## src/rtl/ntt_bfu_pipe_if.sv

```systemverilog
// rtl/ntt_bfu_pipe_if.sv - sample-in / result-out handshake bundle for the NTT butterfly unit
interface ntt_bfu_pipe_if #(
    parameter int unsigned W     = 12,
    parameter int unsigned TAG_W = 8
);
    logic             in_valid;
    logic             in_ready;
    logic [W-1:0]     x_in;
    logic [W-1:0]     y_in;
    logic [W-1:0]     w_in;
    logic             mode;
    logic             half;
    logic [TAG_W-1:0] tag_in;
    logic             out_valid;
    logic             out_ready;
    logic [W-1:0]     x_out;
    logic [W-1:0]     y_out;
    logic [TAG_W-1:0] tag_out;
    logic             range_err;
    logic             busy;

    // Stage controller / memory side: drives samples, consumes results
    modport master (
        output in_valid, x_in, y_in, w_in, mode, half, tag_in, out_ready,
        input  in_ready, out_valid, x_out, y_out, tag_out, range_err, busy
    );

    // Butterfly unit side
    modport slave (
        input  in_valid, x_in, y_in, w_in, mode, half, tag_in, out_ready,
        output in_ready, out_valid, x_out, y_out, tag_out, range_err, busy
    );
endinterface

```

## src/rtl/ntt_bfu_pipe.sv

```systemverilog
// rtl/ntt_bfu_pipe.sv - 4-stage radix-2 CT/GS NTT butterfly with Barrett reduction and backpressure
module ntt_bfu_pipe #(
    parameter int unsigned W     = 12,
    parameter int unsigned Q     = 3329,
    parameter int unsigned TAG_W = 8
) (
    input  logic          clk,
    input  logic          reset,
    ntt_bfu_pipe_if.slave bus
);
    localparam longint unsigned MU_L = (64'd1 << (2 * W)) / Q;
    localparam logic [W:0]      MU   = MU_L[W:0];
    localparam logic [W-1:0]    QW   = W'(Q);

    // Modular halving: v/2 for even v, (v+Q)/2 for odd v
    function automatic logic [W-1:0] halve(input logic [W-1:0] v);
        logic [W:0] s;
        s = v[0] ? ({1'b0, v} + {1'b0, QW}) : {1'b0, v};
        return W'(s >> 1);
    endfunction

    logic stall;

    logic             s1_v, s1_mode, s1_half, s1_err;
    logic [W-1:0]     s1_x, s1_y;
    logic [2*W-1:0]   s1_z;
    logic [TAG_W-1:0] s1_tag;

    logic             s2_v, s2_mode, s2_half, s2_err;
    logic [W-1:0]     s2_x, s2_y;
    logic [W+1:0]     s2_z;
    logic [W:0]       s2_t;
    logic [TAG_W-1:0] s2_tag;

    logic             s3_v, s3_mode, s3_half, s3_err;
    logic [W-1:0]     s3_x, s3_y, s3_r;
    logic [TAG_W-1:0] s3_tag;

    // Every stage freezes together when the output register is full and not drained
    assign stall        = bus.out_valid && !bus.out_ready;
    assign bus.in_ready = !stall;
    assign bus.busy     = s1_v || s2_v || s3_v || bus.out_valid;

    // Stage 1 operand selection: GS multiplies the modular difference, CT multiplies y
    logic [W-1:0]   gs_a_c, mul_op_c;
    logic [2*W-1:0] z_c;
    logic           err_c;
    assign gs_a_c   = (bus.x_in < bus.y_in) ? (bus.x_in - bus.y_in + QW) : (bus.x_in - bus.y_in);
    assign mul_op_c = bus.mode ? gs_a_c : bus.y_in;
    assign z_c      = {{W{1'b0}}, bus.w_in} * {{W{1'b0}}, mul_op_c};
    assign err_c    = (bus.x_in >= QW) || (bus.y_in >= QW) || (bus.w_in >= QW);

    // Stage 1 register: operands, product and per-sample control
    always_ff @(posedge clk or negedge reset) begin
        if (!reset) begin
            s1_v    <= 1'b0;
            s1_mode <= 1'b0;
            s1_half <= 1'b0;
            s1_err  <= 1'b0;
            s1_x    <= '0;
            s1_y    <= '0;
            s1_z    <= '0;
            s1_tag  <= '0;
        end else if (!stall) begin
            s1_v    <= bus.in_valid;
            s1_mode <= bus.mode;
            s1_half <= bus.half;
            s1_err  <= err_c;
            s1_x    <= bus.x_in;
            s1_y    <= bus.y_in;
            s1_z    <= z_c;
            s1_tag  <= bus.tag_in;
        end
    end

    // Stage 2 Barrett quotient estimate t = (z*MU) >> 2W
    logic [3*W:0] bq_prod_c;
    logic [W:0]   t_c;
    assign bq_prod_c = {{(W+1){1'b0}}, s1_z} * {{(2*W){1'b0}}, MU};
    assign t_c       = (W+1)'(bq_prod_c >> (2 * W));

    // Stage 2 register: only the low W+2 bits of z are needed for the remainder
    always_ff @(posedge clk or negedge reset) begin
        if (!reset) begin
            s2_v    <= 1'b0;
            s2_mode <= 1'b0;
            s2_half <= 1'b0;
            s2_err  <= 1'b0;
            s2_x    <= '0;
            s2_y    <= '0;
            s2_z    <= '0;
            s2_t    <= '0;
            s2_tag  <= '0;
        end else if (!stall) begin
            s2_v    <= s1_v;
            s2_mode <= s1_mode;
            s2_half <= s1_half;
            s2_err  <= s1_err;
            s2_x    <= s1_x;
            s2_y    <= s1_y;
            s2_z    <= (W+2)'(s1_z);
            s2_t    <= t_c;
            s2_tag  <= s1_tag;
        end
    end

    // Stage 3 remainder: true r < 3Q fits in W+2 bits, so two corrections suffice
    logic [W+1:0] tq_c, r0_c, r1_c, r2_c, qx_c;
    assign qx_c = {2'b00, QW};
    assign tq_c = (W+2)'({{(W+2){1'b0}}, s2_t} * {{(W+3){1'b0}}, QW});
    assign r0_c = s2_z - tq_c;
    assign r1_c = (r0_c >= qx_c) ? (r0_c - qx_c) : r0_c;
    assign r2_c = (r1_c >= qx_c) ? (r1_c - qx_c) : r1_c;

    // Stage 3 register: reduced product and delayed operands
    always_ff @(posedge clk or negedge reset) begin
        if (!reset) begin
            s3_v    <= 1'b0;
            s3_mode <= 1'b0;
            s3_half <= 1'b0;
            s3_err  <= 1'b0;
            s3_x    <= '0;
            s3_y    <= '0;
            s3_r    <= '0;
            s3_tag  <= '0;
        end else if (!stall) begin
            s3_v    <= s2_v;
            s3_mode <= s2_mode;
            s3_half <= s2_half;
            s3_err  <= s2_err;
            s3_x    <= s2_x;
            s3_y    <= s2_y;
            s3_r    <= W'(r2_c);
            s3_tag  <= s2_tag;
        end
    end

    // Stage 4 butterfly: one conditional correction per modular add/subtract
    logic [W:0]   ct_s_c, gs_s_c, qe_c;
    logic [W-1:0] ct_x_c, ct_y_c, gs_x_c, res_x_c, res_y_c;
    assign qe_c    = {1'b0, QW};
    assign ct_s_c  = {1'b0, s3_x} + {1'b0, s3_r};
    assign ct_x_c  = W'((ct_s_c >= qe_c) ? (ct_s_c - qe_c) : ct_s_c);
    assign ct_y_c  = (s3_x >= s3_r) ? (s3_x - s3_r) : (s3_x + QW - s3_r);
    assign gs_s_c  = {1'b0, s3_x} + {1'b0, s3_y};
    assign gs_x_c  = W'((gs_s_c >= qe_c) ? (gs_s_c - qe_c) : gs_s_c);
    assign res_x_c = s3_mode ? gs_x_c : ct_x_c;
    assign res_y_c = s3_mode ? s3_r   : ct_y_c;

    // Output register: results, optional halving, tag and error flag
    always_ff @(posedge clk or negedge reset) begin
        if (!reset) begin
            bus.out_valid <= 1'b0;
            bus.x_out     <= '0;
            bus.y_out     <= '0;
            bus.tag_out   <= '0;
            bus.range_err <= 1'b0;
        end else if (!stall) begin
            bus.out_valid <= s3_v;
            bus.x_out     <= s3_half ? halve(res_x_c) : res_x_c;
            bus.y_out     <= s3_half ? halve(res_y_c) : res_y_c;
            bus.tag_out   <= s3_tag;
            bus.range_err <= s3_err;
        end
    end
endmodule

```

## src/flat_wrapper.sv

```systemverilog
// flat-port wrapper written by rule: the top's interface ports become plain ports
module ntt_bfu_pipe_flat 
#(
    parameter int unsigned W     = 12,
    parameter int unsigned Q     = 3329,
    parameter int unsigned TAG_W = 8
)
  (clk, reset, bus_in_valid, bus_x_in, bus_y_in, bus_w_in, bus_mode, bus_half, bus_tag_in, bus_out_ready, bus_in_ready, bus_out_valid, bus_x_out, bus_y_out, bus_tag_out, bus_range_err, bus_busy);
  ntt_bfu_pipe_if #(.W(W), .TAG_W(TAG_W)) bus_i ();
  input  logic clk;
  input  logic reset;
  input wire logic [$bits(bus_i.in_valid)-1:0] bus_in_valid;
  input wire logic [$bits(bus_i.x_in)-1:0] bus_x_in;
  input wire logic [$bits(bus_i.y_in)-1:0] bus_y_in;
  input wire logic [$bits(bus_i.w_in)-1:0] bus_w_in;
  input wire logic [$bits(bus_i.mode)-1:0] bus_mode;
  input wire logic [$bits(bus_i.half)-1:0] bus_half;
  input wire logic [$bits(bus_i.tag_in)-1:0] bus_tag_in;
  input wire logic [$bits(bus_i.out_ready)-1:0] bus_out_ready;
  output wire logic [$bits(bus_i.in_ready)-1:0] bus_in_ready;
  output wire logic [$bits(bus_i.out_valid)-1:0] bus_out_valid;
  output wire logic [$bits(bus_i.x_out)-1:0] bus_x_out;
  output wire logic [$bits(bus_i.y_out)-1:0] bus_y_out;
  output wire logic [$bits(bus_i.tag_out)-1:0] bus_tag_out;
  output wire logic [$bits(bus_i.range_err)-1:0] bus_range_err;
  output wire logic [$bits(bus_i.busy)-1:0] bus_busy;
  assign bus_i.in_valid = bus_in_valid;
  assign bus_i.x_in = bus_x_in;
  assign bus_i.y_in = bus_y_in;
  assign bus_i.w_in = bus_w_in;
  assign bus_i.mode = bus_mode;
  assign bus_i.half = bus_half;
  assign bus_i.tag_in = bus_tag_in;
  assign bus_i.out_ready = bus_out_ready;
  assign bus_in_ready = bus_i.in_ready;
  assign bus_out_valid = bus_i.out_valid;
  assign bus_x_out = bus_i.x_out;
  assign bus_y_out = bus_i.y_out;
  assign bus_tag_out = bus_i.tag_out;
  assign bus_range_err = bus_i.range_err;
  assign bus_busy = bus_i.busy;
  ntt_bfu_pipe #(.W(W), .Q(Q), .TAG_W(TAG_W)) u_core (.clk(clk), .reset(reset), .bus(bus_i));
endmodule
```

## config.mk

```make
export PLATFORM = sky130hd
export DESIGN_NAME = ntt_bfu_pipe_flat
export DESIGN_NICKNAME = d
export VERILOG_FILES = /design/src/rtl/ntt_bfu_pipe_if.sv /design/src/rtl/ntt_bfu_pipe.sv /design/src/flat_wrapper.sv
export SDC_FILE = /design/constraint.sdc
export NUM_CORES = 1
export LEC_CHECK = 0
export BUFFER_PORTS_ARGS = -buffer_cell sky130_fd_sc_hd__buf_2
export CORE_MARGIN = 2
export CORE_UTILIZATION = 30
export CTS_CLUSTER_DIAMETER = 150
export CTS_CLUSTER_SIZE = 14
export DETAILED_ROUTE_END_ITERATION = 12
export PLACE_DENSITY = 0.44
export SYNTH_ARGS = -nofsm -noshare
export SYNTH_HDL_FRONTEND = slang
export SYNTH_SLANG_ARGS = --single-unit
export TNS_END_PERCENT = 10
```

## constraint.sdc

```tcl
create_clock -name clk -period 5.2 [get_ports clk]
set_input_delay 1.04 -clock clk [delete_from_list [all_inputs] [get_ports clk]]
set_output_delay 1.04 -clock clk [all_outputs]
set_load 0.02 [all_outputs]
```

==> results of run 1 <==
routing by layer:
layer	routed length [um]	vias up	global-route usage, %
met1	33400	10200	22.7
met4	1230	0	3.08
met2	33900	182	28.2
met3	1140	52	1.15
li1	-	10300	-
met5	0	-	0
registers in the layout (all words and copies together), names as in the netlist, 8 cells and up:
name / count
u_core.s2_t: 13
u_core.s3_y: 12
u_core.s3_tag: 8
u_core.s2_z: 14
u_core.s2_tag: 8
u_core.s1_y: 12
u_core.s1_z: 24
u_core.s2_x: 12
u_core.bus.y_out: 12
u_core.s1_x: 12
u_core.bus.x_out: 12
u_core.bus.tag_out: 8
u_core.s1_tag: 8
u_core.s3_x: 12
u_core.s2_y: 12
u_core.s3_r: 12
critical path, delay by kind of cell:
family,cells,cell delay (ns)
XOR/XNOR,2,0.23
AND/OR/NAND/NOR,4,1.29
buffers and inverters,9,0.68
AO/OA/AOI/OAI,13,1.97
adder cells (fa/ha/maj),8,3.07
synthesized netlist by cell type (28+ instances only):
cell type  count
ha_1         296
nor2b_1       48
and2_1        38
nor2_1       132
clkbuf_1      89
dfrtp_1      205
inv_1        416
nor3_1        42
xnor2_1       71
fa_1         248
a21oi_1      127
nand3_1       35
a211oi_1      28
o21ai_0      125
xor2_1        43
nand2_1      521
metrics by stage:
stage          worst slack, ns  instances  hold slack, ns  area (um2)  util (%)
3_5_place_dp             -3.46       4319           0.450       29400      35.7
6_report                 -2.75       4358           0.462       30500      37.1
3_3_place_gp             -3.39       4319           0.445       29400      35.7
4_1_cts                  -2.79       4347           0.466       30200      36.7
2_1_floorplan            -2.93       2893           0.439       25200         -
5_1_grt                  -3.05       4357           0.486       30500      37.1
layout make-up:
cell class,count,area [um2],area share [%]
timing repair buffer,481,3490,11.5
clock buffer,18,450,1.48
antenna,1,2.50,0.00821
clock inverter,2,23.8,0.0780
tap,1070,1340,4.39
sequential,205,5140,16.9
inverter,418,1590,5.21
multi-input combinational,2163,18500,60.5
kinds of logic after synthesis:
group	after synthesis	synth area share (%)
AOI/OAI and AO/OA	517	13.9
adders and majority gates	544	34.7
buffers and inverters	525	8.08
and+or+nand+nor	966	17.8
DFF	205	20.5
xor gates and xnor gates	117	4.21
muxes	19	0.786
final timing paths:
path / from / end / slack, ns / cells after the start
worst max-delay path: bus_x_in[0] / u_core.s1_z[23] / -2.75 / 36
max in group asynchronous: reset / u_core.s3_r[3] / 3.45 / 2
worst min-delay path: u_core.bus.tag_out[3] / u_core.bus.tag_out[3] / 0.46 / 2
worst max register to register: u_core.s2_t[1] / u_core.s3_r[4] / -0.54 / 20
min in group asynchronous: reset / u_core.bus.tag_out[0] / 0.59 / 1
worst min register to register: u_core.bus.tag_out[3] / u_core.bus.tag_out[3] / 0.46 / 2
cell usage in the layout (no fill, tap or decap), drive strengths merged, types with 22 or more instances in the layout:
cell type    n
dfrtp      205
nor2b       48
o21ai      134
o21a        22
fa         248
xor2        44
a21oi      127
xnor2       72
and2        38
a211oi      30
ha         296
buf        481
a21o        24
nand3       35
nand2      522
a31oi       22
nand2b      28
inv        417
nor3        45
nor2       135
timing repair:
item | 4_1_cts | 5_1_grt
setup endpoints to repair | 44 | 46
cloned | 0 | 0
setup buffers | 8 | 10
gates resized for setup | 68 | 46
pin swaps | 49 | 33
==> key figures, run 1 <==
Outcome
  • Status: complete, but fails checks
  • Failing checks: setup timing

Worst setup path
  • Max incr delay on CP: 0.52 ns
  • CP max-delay cell: fa_1
  • CP Capture Type: flip-flop
  • Worst path required time: 5.56 ns
  • WP data arrival: 8.30 ns
  • Setup Crit Path Kind: input pin to flip-flop
  • CP startpoint kind: input pin
  • Max FO, Critical Path: 5
  • Crit-path most repeated cell: fa_1

Global route
  • Largest net degree at the start of global routing: 184
  • Vias in the first global route: 21700
  • Congestion Overflow GR: 0
  • Initial antenna violation count: 0
  • Overall routing resource usage: 16.4%
  • First-pass GRT wire length: 116000 um

Yosys
  • Synth warn: 0
  • Syn Nets: 3487
  • Asr flop ratio synth: 100%
  • Area contributors post-synth: dfrtp_1 21%, fa_1 20%, ha_1 15%
  • Number of synthesized flops with an enable pin: 0
  • Syn_area_per_cell: 8.64 um2
  • Synthesis-stage register bit count: 205
  • Yosys cell types: 104
  • Post-synth top area share: 20.5%
  • Sequential share of the synthesized area: 20.5%
  • Primary FF master, synth: dfrtp_1
  • Cells after Synth: 2893
  • Largest area contributor in the netlist: dfrtp_1
  • Cell area after synthesis: 25000 um2

Timing
  • Setup TNS: -43.70 ns
  • Minimum clock period: 7.95 ns
  • Final setup fails: 40
  • Slew @ Worst Pin: 1.07 ns
  • Hold Vio Cnt, Final: 0
  • Highest Clock Rate: 0.126 GHz
  • Slew margin rel.: 28.8%
  • Unrepaired setup endpoints after global routing: true
  • Period utilisation layout: 153%
  • Final Max Slew Viols: 0
  • Clock Skew: 0.0297 ns
  • PnR worst setup slack: -2.75 ns

Clock network
  • Reg clk slew, reported paths: 0.07 ns
  • H-tree depth: 1
  • Longest Clk Path Bufs: 3
  • Cts hold-fix bufs: 0
  • CTS tree: yes
  • Total CTS buffers: 18
  • Root Buffer: clkbuf_16
  • Clock Latency Late Sink: 0.54 ns
  • Clock sinks: 205

Die
  • Initial Util: 30.4%
  • Core Rows: 105
  • Ports: 86
  • Full die area: 85700 um2
  • Die W: 293 um
  • Core area: 82200 um2
  • Die height: 293 um

Drt
  • Vias per Instance: 4.76
  • Vias: 20700
  • WL final: 69700 um
  • Starting DRT DRC Count: 964
  • Drt drc: 0
  • DRT Pass-1 Iters: 5
  • Wirelength per Cell: 16.0 um
  • Final ANT Viol Nets: 0

Cells and area
  • Area grow syn2layout: 21.9%
  • Fin nets: 3881
  • Fraction of layout cells with a size suffix above 1: 20.1%
  • Layout filler cell count: 8568

Placement
  • DPL Wire Length: 56700 um
  • RePlAce Congestion: 0.840
  • IO Port Bufs: 85

Flow run
  • Max cap viols: 0

Hold path
  • Hold WC Path Type: flip-flop to flip-flop
Power of run 1 is not shown: default switching activity piles up to over one toggle a cycle in this logic, so the estimate is an artifact.
==> run 2: changes to the inputs <==
ABC_AREA = 1   (was not set)
==> run 2 against run 1 <==
Net effect:
- critical path depth increased by 7
- clock-buffer cell count increased by 1
- synthesized area increased by 1.8%
- final cell count increased by 12%
- worst setup slack improved by 0.87 ns
- critical path type unchanged
- the run still ends with setup timing left
- global-route usage increased by 0.33 points
- final area increased by 2.1%
- via count increased by 5.4%
- first-iteration DRC count decreased by 6.3%
- non-clock buffer count decreased by 26
- clock skew decreased by 0.013 ns
- routed wire length increased by 2.6%
- largest cell class unchanged
- critical endpoint is now u_core.s1_z[19]
==> key figures, run 2 <==
Outcome
  • Status: complete, but fails checks (unchanged)
  • Failing checks: setup timing (unchanged)

Drt
  • WL final: 71500 um (was 69700 um)
  • Wirelength per Cell: 14.6 um (was 16.0 um)
  • Metal2 WL: 33000 um (was 33900 um)
  • WL met1: 36100 um (was 33400 um)
  • DRT Pass-1 Iters: 5 (unchanged)
  • Vias: 21900 (was 20700)
  • Starting DRT DRC Count: 903 (was 964)
  • Vias per Instance: 4.47 (was 4.76)
  • Drt drc: 0 (unchanged)
  • Final ANT Viol Nets: 0 (unchanged)
  • Met3 WL: 1360 um (was 1140 um)
  • Top routing layer in use: met4 (unchanged)

Clock network
  • Cts hold-fix bufs: 0 (unchanged)
  • Total CTS buffers: 19 (was 18)
  • Longest Clk Path Bufs: 3 (unchanged)
  • CTS tree: yes (unchanged)
  • Root Buffer: clkbuf_16 (unchanged)
  • Reg clk slew, reported paths: 0.06 ns (was 0.07 ns)
  • Clock Latency Late Sink: 0.53 ns (was 0.54 ns)
  • H-tree depth: 1 (unchanged)
  • Clock sinks: 205 (unchanged)

Timing
  • Clock Skew: 0.0172 ns (was 0.0297 ns)
  • PnR worst setup slack: -1.88 ns (was -2.75 ns)
  • Highest Clock Rate: 0.141 GHz (was 0.126 GHz)
  • Unrepaired setup endpoints after global routing: true (unchanged)
  • Final Max Slew Viols: 0 (unchanged)
  • Period utilisation layout: 136% (was 153%)
  • Final setup fails: 31 (was 40)
  • Slew margin rel.: 36.2% (was 28.8%)
  • Slew @ Worst Pin: 0.957 ns (was 1.07 ns)
  • Minimum clock period: 7.08 ns (was 7.95 ns)
  • Hold Vio Cnt, Final: 0 (unchanged)

Cells and area
  • Post-layout util: 37.1% (about the same)
  • Commonest cells after routing, fill and taps aside: 894 x nand2_1, 598 x inv_1, 356 x buf_4 (was 515 x nand2_1, 407 x inv_1, 386 x buf_4)
  • Final Non-Filler Cells: 4887 (was 4358)
  • Area grow syn2layout: 22.3% (was 21.9%)
  • Antenna Cells: 0 (was 1)
  • Top flop regs: u_core.s1_z (24), u_core.s2_z (14), u_core.s2_t (13) (unchanged)
  • Commonest non-fill, non-tap cell in the layout: nand2_1 (unchanged)
  • Largest register FFs: 24 (unchanged)
  • Most flop-heavy register: u_core.s1_z (unchanged)
  • Fraction of layout cells with a size suffix above 1: 18.9% (was 20.1%)
  • Layout filler cell count: 9031 (was 8568)
  • Fin nets: 4345 (was 3881)

Yosys
  • Syn Nets: 3953 (was 3487)
  • Syn_area_per_cell: 7.58 um2 (was 8.64 um2)
  • Largest area contributor in the netlist: dfrtp_1 (unchanged)
  • Yosys cell types: 58 (was 104)
  • Sequential share of the synthesized area: 20.2% (was 20.5%)
  • Synthesis-stage register bit count: 205 (unchanged)
  • Synth warn: 0 (unchanged)
  • Post-synth top area share: 20.2% (was 20.5%)
  • Area contributors post-synth: dfrtp_1 20%, fa_1 20%, ha_1 15% (was dfrtp_1 21%, fa_1 20%, ha_1 15%)
  • Primary FF master, synth: dfrtp_1 (unchanged)
  • Synth cell count leaders: 917 x nand2_1, 615 x inv_1, 296 x ha_1 (was 521 x nand2_1, 416 x inv_1, 296 x ha_1)
  • Cells after Synth: 3359 (was 2893)
  • Asr flop ratio synth: 100% (unchanged)
  • Number of synthesized flops with an enable pin: 0 (unchanged)
  • Most frequent cell after synthesis: nand2_1 (unchanged)
  • Cell area after synthesis: 25500 um2 (was 25000 um2)

Worst setup path
  • WP data arrival: 7.50 ns (was 8.30 ns)
  • CP startpoint kind: input pin (unchanged)
  • Reg2Reg Depth: 29 (was 20)
  • Crit-path most repeated cell: inv_1 (was fa_1)
  • Max FO, Critical Path: 5 (unchanged)
  • RR Startpoint: u_core.s2_t[1] (unchanged)
  • Worst path required time: 5.61 ns (was 5.56 ns)
  • Setup Crit Path Kind: input pin to flip-flop (unchanged)
  • FF-to-FF End: u_core.s3_r[5] (was u_core.s3_r[4])
  • R2r setup slk: -0.28 ns (was -0.54 ns)
  • CP Capture Type: flip-flop (unchanged)
  • Max incr delay on CP: 0.52 ns (about the same)
  • CP max-delay cell: fa_1 (unchanged)

Placement
  • Post-placement setup slack: -2.79 ns (was -3.46 ns)
  • RePlAce Congestion: 0.857 (was 0.840)
  • DPL Wire Length: 58900 um (was 56700 um)
  • Dpl cells: 4836 (was 4319)
  • IO Port Bufs: 85 (unchanged)

Die
  • Ports: 86 (unchanged)
  • Die W: 295 um (was 293 um)
  • Initial Util: 30.4% (about the same)
  • Core area: 83800 um2 (was 82200 um2)
  • Core Rows: 106 (was 105)
  • Full die area: 87200 um2 (was 85700 um2)
  • Die height: 295 um (was 293 um)

Flow run
  • Max cap viols: 0 (unchanged)

Hold path
  • Hold Path Stages: 2 (unchanged)
  • Hold WC Path Type: flip-flop to flip-flop (unchanged)
  • Hold path startpoint: u_core.s2_x[9] (was u_core.bus.tag_out[3])
  • Worst Hold End: u_core.s3_x[9] (was u_core.bus.tag_out[3])

Global route
  • Initial antenna violation count: 1 (was 0)
  • Largest net degree at the start of global routing: 204 (was 184)
  • Congestion Overflow GR: 0 (unchanged)
  • First-pass GRT wire length: 118000 um (was 116000 um)
  • Vias in the first global route: 22000 (was 21700)
  • Overall routing resource usage: 16.7% (was 16.4%)
[run 2: cell types whose count changed after synthesis, sizes merged, moves of 44 or more]
cell / before / now
nand2: 522 / 931
inv: 416 / 622
nand3: 35 / 161
o21ai: 134 / 217
nor2: 135 / 195
nor2b: 48 / 0
xnor2: 72 / 26
nand4: 7 / 51
[run 2: through the flow]
stage          cell area [um2]  setup TNS (ns)  hold slack (ns)
2_1_floorplan            25700          -28.56            0.442
3_3_place_gp             29800          -45.55            0.449
3_5_place_dp             29800          -46.73            0.452
4_1_cts                  30900          -27.12            0.470
5_1_grt                  31100          -39.81            0.486
6_report                 31100          -27.06            0.464
[run 2: cell type report]
class | instances | area [um2] | area share (%)
multi-input cells | 2442 | 18400 | 59.0
clock buffers | 19 | 475 | 1.53
well taps | 1134 | 1420 | 4.56
flip-flops and latches | 205 | 5140 | 16.5
inverters | 628 | 2380 | 7.64
clock inverters | 4 | 33.8 | 0.109
repair buffers | 455 | 3310 | 10.6
[run 2: cells by family (layout without fill, tap and decap cells)]
logic type      Yosys count  after routing  synth area share, %
flops                   205            205                 20.2
simple gates           1391           1391                 22.8
fa+ha+maj               544            544                 34.1
compound gates          407            408                 8.83
xor+xnor                 99             99                 3.47
buf+inv                 713           1106                 10.7
[run 2: metal layers]
layer / GRT usage, % / vias up
met5: 0 / -
met4: 2.33 / 0
met3: 1.26 / 46
met2: 27.6 / 161
met1: 24.4 / 10400
li1: - / 11300
[run 2: worst max-delay path by stage]
stage	slack [ns]	from	to
finish	-1.88	bus_x_in[0]	u_core.s1_z[19]
floorplan	-2.17	bus_x_in[0]	u_core.s1_z[22]
global route	-2.33	bus_x_in[0]	u_core.s1_z[21]
detailed placement	-2.79	bus_x_in[0]	u_core.s1_z[21]
CTS	-1.82	bus_x_in[0]	u_core.s1_z[21]
global placement	-2.79	bus_x_in[0]	u_core.s1_z[22]
[run 2: what timing repair did]
item                       CTS  global route
gates cloned                 1             1
resized for setup          119            46
buffers inserted            20             6
pin swaps                   69            22
setup endpoints to repair   41            43
[run 2: critical path: cells and delay by family]
kind            cells  cell delay, ns
fa+ha+maj           8            3.16
buf+inv            17            1.51
xor+xnor            2            0.21
compound gates      6            0.59
simple gates       10            0.97
Power of run 2 is left out for the same reason.
